### src/rtl/dmem_pkg.sv
// rtl/dmem_pkg.sv - shared types and constants for the data-memory responder
package dmem_pkg;
  localparam int ADDR_W = 32;
  localparam int DATA_W = 32;

  localparam logic [ADDR_W-1:0] DEF_RDCNT_ADDR = 32'hFFFF_FFF0;
  localparam logic [ADDR_W-1:0] DEF_WRCNT_ADDR = 32'hFFFF_FFF4;

  typedef enum logic [1:0] {
    IDLE,
    WAIT,
    RESP
  } state_t;
endpackage

### src/rtl/dmem_ram.sv
// rtl/dmem_ram.sv - single-port synchronous RAM with write enable and registered read
module dmem_ram
  import dmem_pkg::*;
#(
  parameter int DEPTH = 64,
  parameter int AW    = (DEPTH > 1) ? $clog2(DEPTH) : 1
) (
  input  logic              clk,
  input  logic              en,
  input  logic              we,
  input  logic [AW-1:0]     addr,
  input  logic [DATA_W-1:0] wdata,
  output logic [DATA_W-1:0] rdata
);

  logic [DATA_W-1:0] mem [DEPTH];

  // Read register only updates on a load, so it holds stable while a response waits
  always_ff @(posedge clk) begin
    if (en) begin
      if (we) begin
        mem[addr] <= wdata;
      end else begin
        rdata <= mem[addr];
      end
    end
  end

endmodule

### src/rtl/dmem_resp.sv
// rtl/dmem_resp.sv - word-addressed data-memory responder with wait states
// and memory-mapped load/store access counters
module dmem_resp
  import dmem_pkg::*;
#(
  parameter int                DEPTH      = 64,
  parameter int                LATENCY    = 2,
  parameter logic [ADDR_W-1:0] RDCNT_ADDR = DEF_RDCNT_ADDR,
  parameter logic [ADDR_W-1:0] WRCNT_ADDR = DEF_WRCNT_ADDR
) (
  input  logic              clk,
  input  logic              reset,
  input  logic              req_valid,
  output logic              req_ready,
  input  logic              req_we,
  input  logic [ADDR_W-1:0] req_addr,
  input  logic [DATA_W-1:0] req_wdata,
  output logic              resp_valid,
  input  logic              resp_ready,
  output logic [DATA_W-1:0] resp_rdata,
  output logic              resp_err
);

  localparam int AW = (DEPTH > 1) ? $clog2(DEPTH) : 1;
  localparam int CW = (LATENCY > 1) ? $clog2(LATENCY) : 1;

  state_t            state, state_nxt;
  logic [CW-1:0]     wait_cnt, wait_cnt_nxt;
  logic              accept, access;

  logic              lat_we;
  logic [ADDR_W-1:0] lat_addr;
  logic [DATA_W-1:0] lat_wdata;

  logic              acc_we;
  logic [ADDR_W-1:0] acc_addr;
  logic [DATA_W-1:0] acc_wdata;
  logic              is_rc, is_wc, acc_err;

  logic [DATA_W-1:0] rd_cnt, wr_cnt, rdata_q, ram_rdata;
  logic              rdata_from_ram, err_q;

  always_comb begin
    state_nxt    = state;
    wait_cnt_nxt = wait_cnt;
    accept       = 1'b0;
    access       = 1'b0;
    case (state)
      IDLE: begin
        if (req_valid) begin
          accept = 1'b1;
          if (LATENCY == 0) begin
            access    = 1'b1;
            state_nxt = RESP;
          end else begin
            state_nxt    = WAIT;
            wait_cnt_nxt = CW'(LATENCY - 1);
          end
        end
      end
      WAIT: begin
        if (wait_cnt == '0) begin
          access    = 1'b1;
          state_nxt = RESP;
        end else begin
          wait_cnt_nxt = wait_cnt - CW'(1);
        end
      end
      RESP: begin
        if (resp_ready) state_nxt = IDLE;
      end
      default: state_nxt = IDLE;
    endcase
  end

  // With zero wait states the access happens on the accept edge, straight from the request
  always_comb begin
    acc_we    = (state == IDLE) ? req_we    : lat_we;
    acc_addr  = (state == IDLE) ? req_addr  : lat_addr;
    acc_wdata = (state == IDLE) ? req_wdata : lat_wdata;
    is_rc     = (acc_addr == RDCNT_ADDR);
    is_wc     = (acc_addr == WRCNT_ADDR);
    acc_err   = (acc_addr[1:0] != 2'b00) ||
                (!is_rc && !is_wc && (acc_addr[ADDR_W-1:2] >= (ADDR_W-2)'(DEPTH)));
  end

  always_ff @(posedge clk or posedge reset) begin
    if (reset) begin
      state          <= IDLE;
      wait_cnt       <= '0;
      lat_we         <= 1'b0;
      lat_addr       <= '0;
      lat_wdata      <= '0;
      rd_cnt         <= '0;
      wr_cnt         <= '0;
      rdata_q        <= '0;
      err_q          <= 1'b0;
      rdata_from_ram <= 1'b0;
    end else begin
      state    <= state_nxt;
      wait_cnt <= wait_cnt_nxt;
      if (accept) begin
        lat_we    <= req_we;
        lat_addr  <= req_addr;
        lat_wdata <= req_wdata;
      end
      if (access) begin
        err_q          <= acc_err;
        rdata_q        <= '0;
        rdata_from_ram <= 1'b0;
        if (!acc_err) begin
          if (!acc_we) begin
            rd_cnt <= rd_cnt + 32'(1);
            if (is_rc)      rdata_q <= rd_cnt;
            else if (is_wc) rdata_q <= wr_cnt;
            else            rdata_from_ram <= 1'b1;
          end else begin
            // A clear of the addressed counter overrides that store's own increment
            if (is_rc) begin
              rd_cnt <= '0;
              wr_cnt <= wr_cnt + 32'(1);
            end else if (is_wc) begin
              wr_cnt <= '0;
            end else begin
              wr_cnt <= wr_cnt + 32'(1);
            end
          end
        end
      end
    end
  end

  dmem_ram #(
    .DEPTH (DEPTH),
    .AW    (AW)
  ) u_ram (
    .clk   (clk),
    .en    (access && !acc_err && !is_rc && !is_wc),
    .we    (acc_we),
    .addr  (acc_addr[AW+1:2]),
    .wdata (acc_wdata),
    .rdata (ram_rdata)
  );

  assign req_ready  = (state == IDLE);
  assign resp_valid = (state == RESP);
  assign resp_rdata = rdata_from_ram ? ram_rdata : rdata_q;
  assign resp_err   = err_q;

endmodule

### config.mk
export PLATFORM = sky130hd
export DESIGN_NAME = dmem_resp
export DESIGN_NICKNAME = d
export VERILOG_FILES = /design/src/rtl/dmem_pkg.sv /design/src/rtl/dmem_ram.sv /design/src/rtl/dmem_resp.sv
export SDC_FILE = /design/constraint.sdc
export NUM_CORES = 2
export LEC_CHECK = 0
export ABC_AREA = 1
export CAP_MARGIN = 10
export CORE_MARGIN = 1
export CORE_UTILIZATION = 49
export DETAILED_ROUTE_END_ITERATION = 16
export GPL_ROUTABILITY_DRIVEN = 0
export PLACE_DENSITY = 0.74
export SYNTH_ARGS = -nofsm -noshare
export SYNTH_HDL_FRONTEND = slang
export SYNTH_SLANG_ARGS = --single-unit
export TNS_END_PERCENT = 30
### constraint.sdc
create_clock -name clk -period 4.9 [get_ports clk]
set_input_delay 0.735 -clock clk [delete_from_list [all_inputs] [get_ports clk]]
set_output_delay 0.735 -clock clk [all_outputs]
set_load 0.02 [all_outputs]
==> key figures <==
Clock network
  • Setup bufs post-CTS: 0
  • Post-CTS sizing: 0
  • CTS tree: yes
  • CTS sink cnt: around 2200
  • H-tree depth: 4
  • Clk buf depth: 3
  • Root Driver: clkbuf_16
  • Hold_buf cts: 0
  • Worst-skew pair later-pin latency: 0.88 ns
  • Clock Pin Slew Worst Setup and Hold Paths: about 0.060 ns
  • CTS buffer count: 210

Detailed routing
  • Residual DRC: 0
  • DR vias/cell: 5.99
  • Final WL: 261 mm
  • Vias: between 60000 and 70000
  • Antenna viol nets, final: 0
  • Starting DRC count in detailed routing: 8114
  • Drt pass-1 iters: 6
  • Routed wire per std cell: about 26 microns

Yosys
  • Ys flop type: edfxtp_1
  • Synth warnings: 0
  • Ys async rst share: around 7.4%
  • Avg Inst Size Synth: 12.2 sq um
  • Post-synthesis sequential area ratio: 73.5%
  • Post-Syn Instances: 7437
  • Post-Syn Area: 90600 sq um
  • Synthesized flop and latch total: 2246
  • Post-synthesis cell type count: 38
  • Syn nets: 7508
  • EDFF count, synth: 2080

Floorplan
  • Initial Util: 49.4%
  • Die width: between 400 and 500 microns
  • Core area: 183000 sq um
  • Chip Height: 432 microns
  • Core Rows: 157
  • Ports: 104
  • Die area: 187000 sq um

Worst setup path
  • Worst path most repeated cell: buf_4
  • Family with the most delay on the worst path: buffers and inverters
  • CP max stage delay: between 0.8 and 0.9 ns
  • Cell breakdown of the critical path: nor2_4 -> buf_4 -> buf_4 -> clkdlybuf4s50_1
  • Crit path kind: reg -> out
  • Req. time, crit path: 4.16 ns
  • Buf+Inv Stages, Crit Path: 3
  • Worst setup SP type: flop
  • Crit. End Element: output pin
  • Worst path slowest cell: buf_4
  • Worst endpoint data arrival time: 3.60 ns
  • CP max FO: 60

STA
  • Final worst path period need: 4.33 ns
  • Period utilization: between 80% and 90%
  • Setup TNS: 0 ns
  • RSZ-0062 raised after global routing: false
  • Rel. slew slack: 10.2%
  • Final setup violation count: 0
  • Max Slew Vio Count: 0
  • Worst Max-Slew Pin Slew: around 1.3 ns
  • Clock Skew: around 0.04 ns
  • Max Freq: 231 MHz
  • Final hold viol count: 0

Placement
  • PortBufs: 103
  • Post-DP HPWL: 156 mm
  • Placed cells: slightly below 10000

Final layout
  • Most frequent cells in the layout: nand2_1 (2209), edfxtp_1 (2080), nor2_1 (430)
  • Final net count: 7613
  • Non-filler instance count after layout: 10200
  • Fillcell total: 14200
  • Storage cell area: 66600 sq um
  • Layout cell share with drive strength beyond 1: 8.67%
  • Layout overhead on the synthesized area: 13.6%
  • Most common cell after layout, fill and taps aside: nand2_1
  • Area of the multi-input gates: around 22000 sq um

Power
  • Peak supply drop: around 1.1 mV
  • Cell Pwr Density: 659 nW/um^2
  • Pleak: 0.0348 uW

GRT
  • Initial antenna violation count: 13
  • First-pass GRT wire length: 379 mm
  • GRT overflow: 0
  • Largest net degree at the start of global routing: 178
  • Vias in the first global route: 57900
  • GRT Overall Usage: 27.6%

Hold path
  • Hold Crit Class: in -> async

Status
  • Outcome: finished, final reports clean

Run
  • Max Cap Viol: 0
## where the power goes
| part | switching [uW] | internal [uW] | total, uW |
|---|---|---|---|
| registers | 128 | 25000 | 25100 |
| logic | 20700 | 5840 | 26500 |
| clock network | 7120 | 9040 | 16200 |
| total | 27900 | 39800 | 67800 |
## per-stage QoR
stage	power [uW]	instance area [sq um]	hold slack, ns	util, %	worst slack (ns)
2_1_floorplan	39600	90600	0.442	-	0.499
3_3_place_gp	50500	96100	0.460	52.4	0.530
3_5_place_dp	51200	96100	0.480	52.4	0.515
4_1_cts	67100	103000	0.393	56.1	0.533
5_1_grt	69700	103000	0.445	56.1	0.428
6_report	67800	103000	0.367	56.1	0.565
## cells by family (layout without fill, tap and decap cells)
kind of cell	Yosys count	in the layout	synth area share (%)
buffers and inverters	756	1043	3.36
XOR/XNOR	54	54	0.522
AND/OR/NAND/NOR	3406	3406	15.6
AO/OA/AOI/OAI	952	952	6.69
multiplexers	21	21	0.261
other	0	5	0
adder cells (fa/ha/maj)	2	2	0.0276
flip-flops	2246	2246	73.5
## synth_stat cells, types with 2 or more instances
cell type  number  area (sq um)
nand2_1      2211          8300
edfxtp_1     2080         62500
nor2_1        496          1860
o21ai_0       439          2200
nand4_1       336          2100
inv_1         313          1170
nand3_1       305          1530
clkbuf_1      265           995
dfrtp_1       166          4150
o2111ai_1     162          1420
o211ai_1      143          1070
o21bai_1      116           871
buf_2          92           460
buf_1          61           229
xor2_1         51           447
a21oi_1        37           185
nor3_1         33           165
o21ai_1        31           155
mux2_2         21           236
o22ai_1        19           119
buf_6           9           101
inv_2           8          30.0
nor4_1          8          50.1
buf_4           6          45.0
nand2_2         5          31.3
nor2_2          3          18.8
o21ai_2         3          26.3
xnor2_1         3          26.3
clkinv_1        2          7.51
ha_1            2          25.0
nand2_4         2          22.5
nand3_2         2          20.0
nor2_4          2          22.5
## path summary, 6_finish.rpt
path / from / end / slack (ns) / cells past startpoint
setup reg to reg: state[0] / u_ram.mem[8][13] / 0.65 / 10
max in group asynchronous: reset / lat_wdata[21] / 3.84 / 3
setup / recovery: state[0] / req_ready / 0.57 / 4
hold reg to reg: wait_cnt / state[0] / 0.50 / 2
hold / removal: reset / rdata_q[25] / 0.37 / 3
min in group clk: req_wdata[19] / lat_wdata[19] / 0.46 / 3
## state kept, by name, summed over array words and instances, names as in the netlist
name,cells
u_ram.mem,2048
lat_addr,32
lat_wdata,32
rd_cnt,32
rdata_q,32
u_ram.rdata,32
wr_cnt,32
state,2
lat_we,1
rdata_from_ram,1
resp_err,1
wait_cnt,1
## per-layer routing
metal,wire (microns),global-route usage [%]
met1,93900,36.4
met2,120000,42.8
met3,32200,6.55
met4,14700,14.6
met5,59,0
## worst reg2reg max path, stage by stage, from the launching register on
cell	delay, ns
dfrtp_1	0.45
inv_2	0.11
nand2_4	0.25
nand2_1	0.16
nand2_1	0.14
nor2_2	0.24
inv_1	0.08
nor2_1	1.00
inv_1	0.71
nor2_4	0.50
buf_4	0.31
## final cells by class
class	instances	share of cell area, %
flip-flops and latches	2246	64.7
multi-input cells	4435	21.2
clock buffers	260	5.30
repair buffers	326	3.24
well taps	2464	3.00
clock inverters	134	1.28
inverters	323	1.20
diodes	5	0.0122
(Power assumes the default switching activity.)
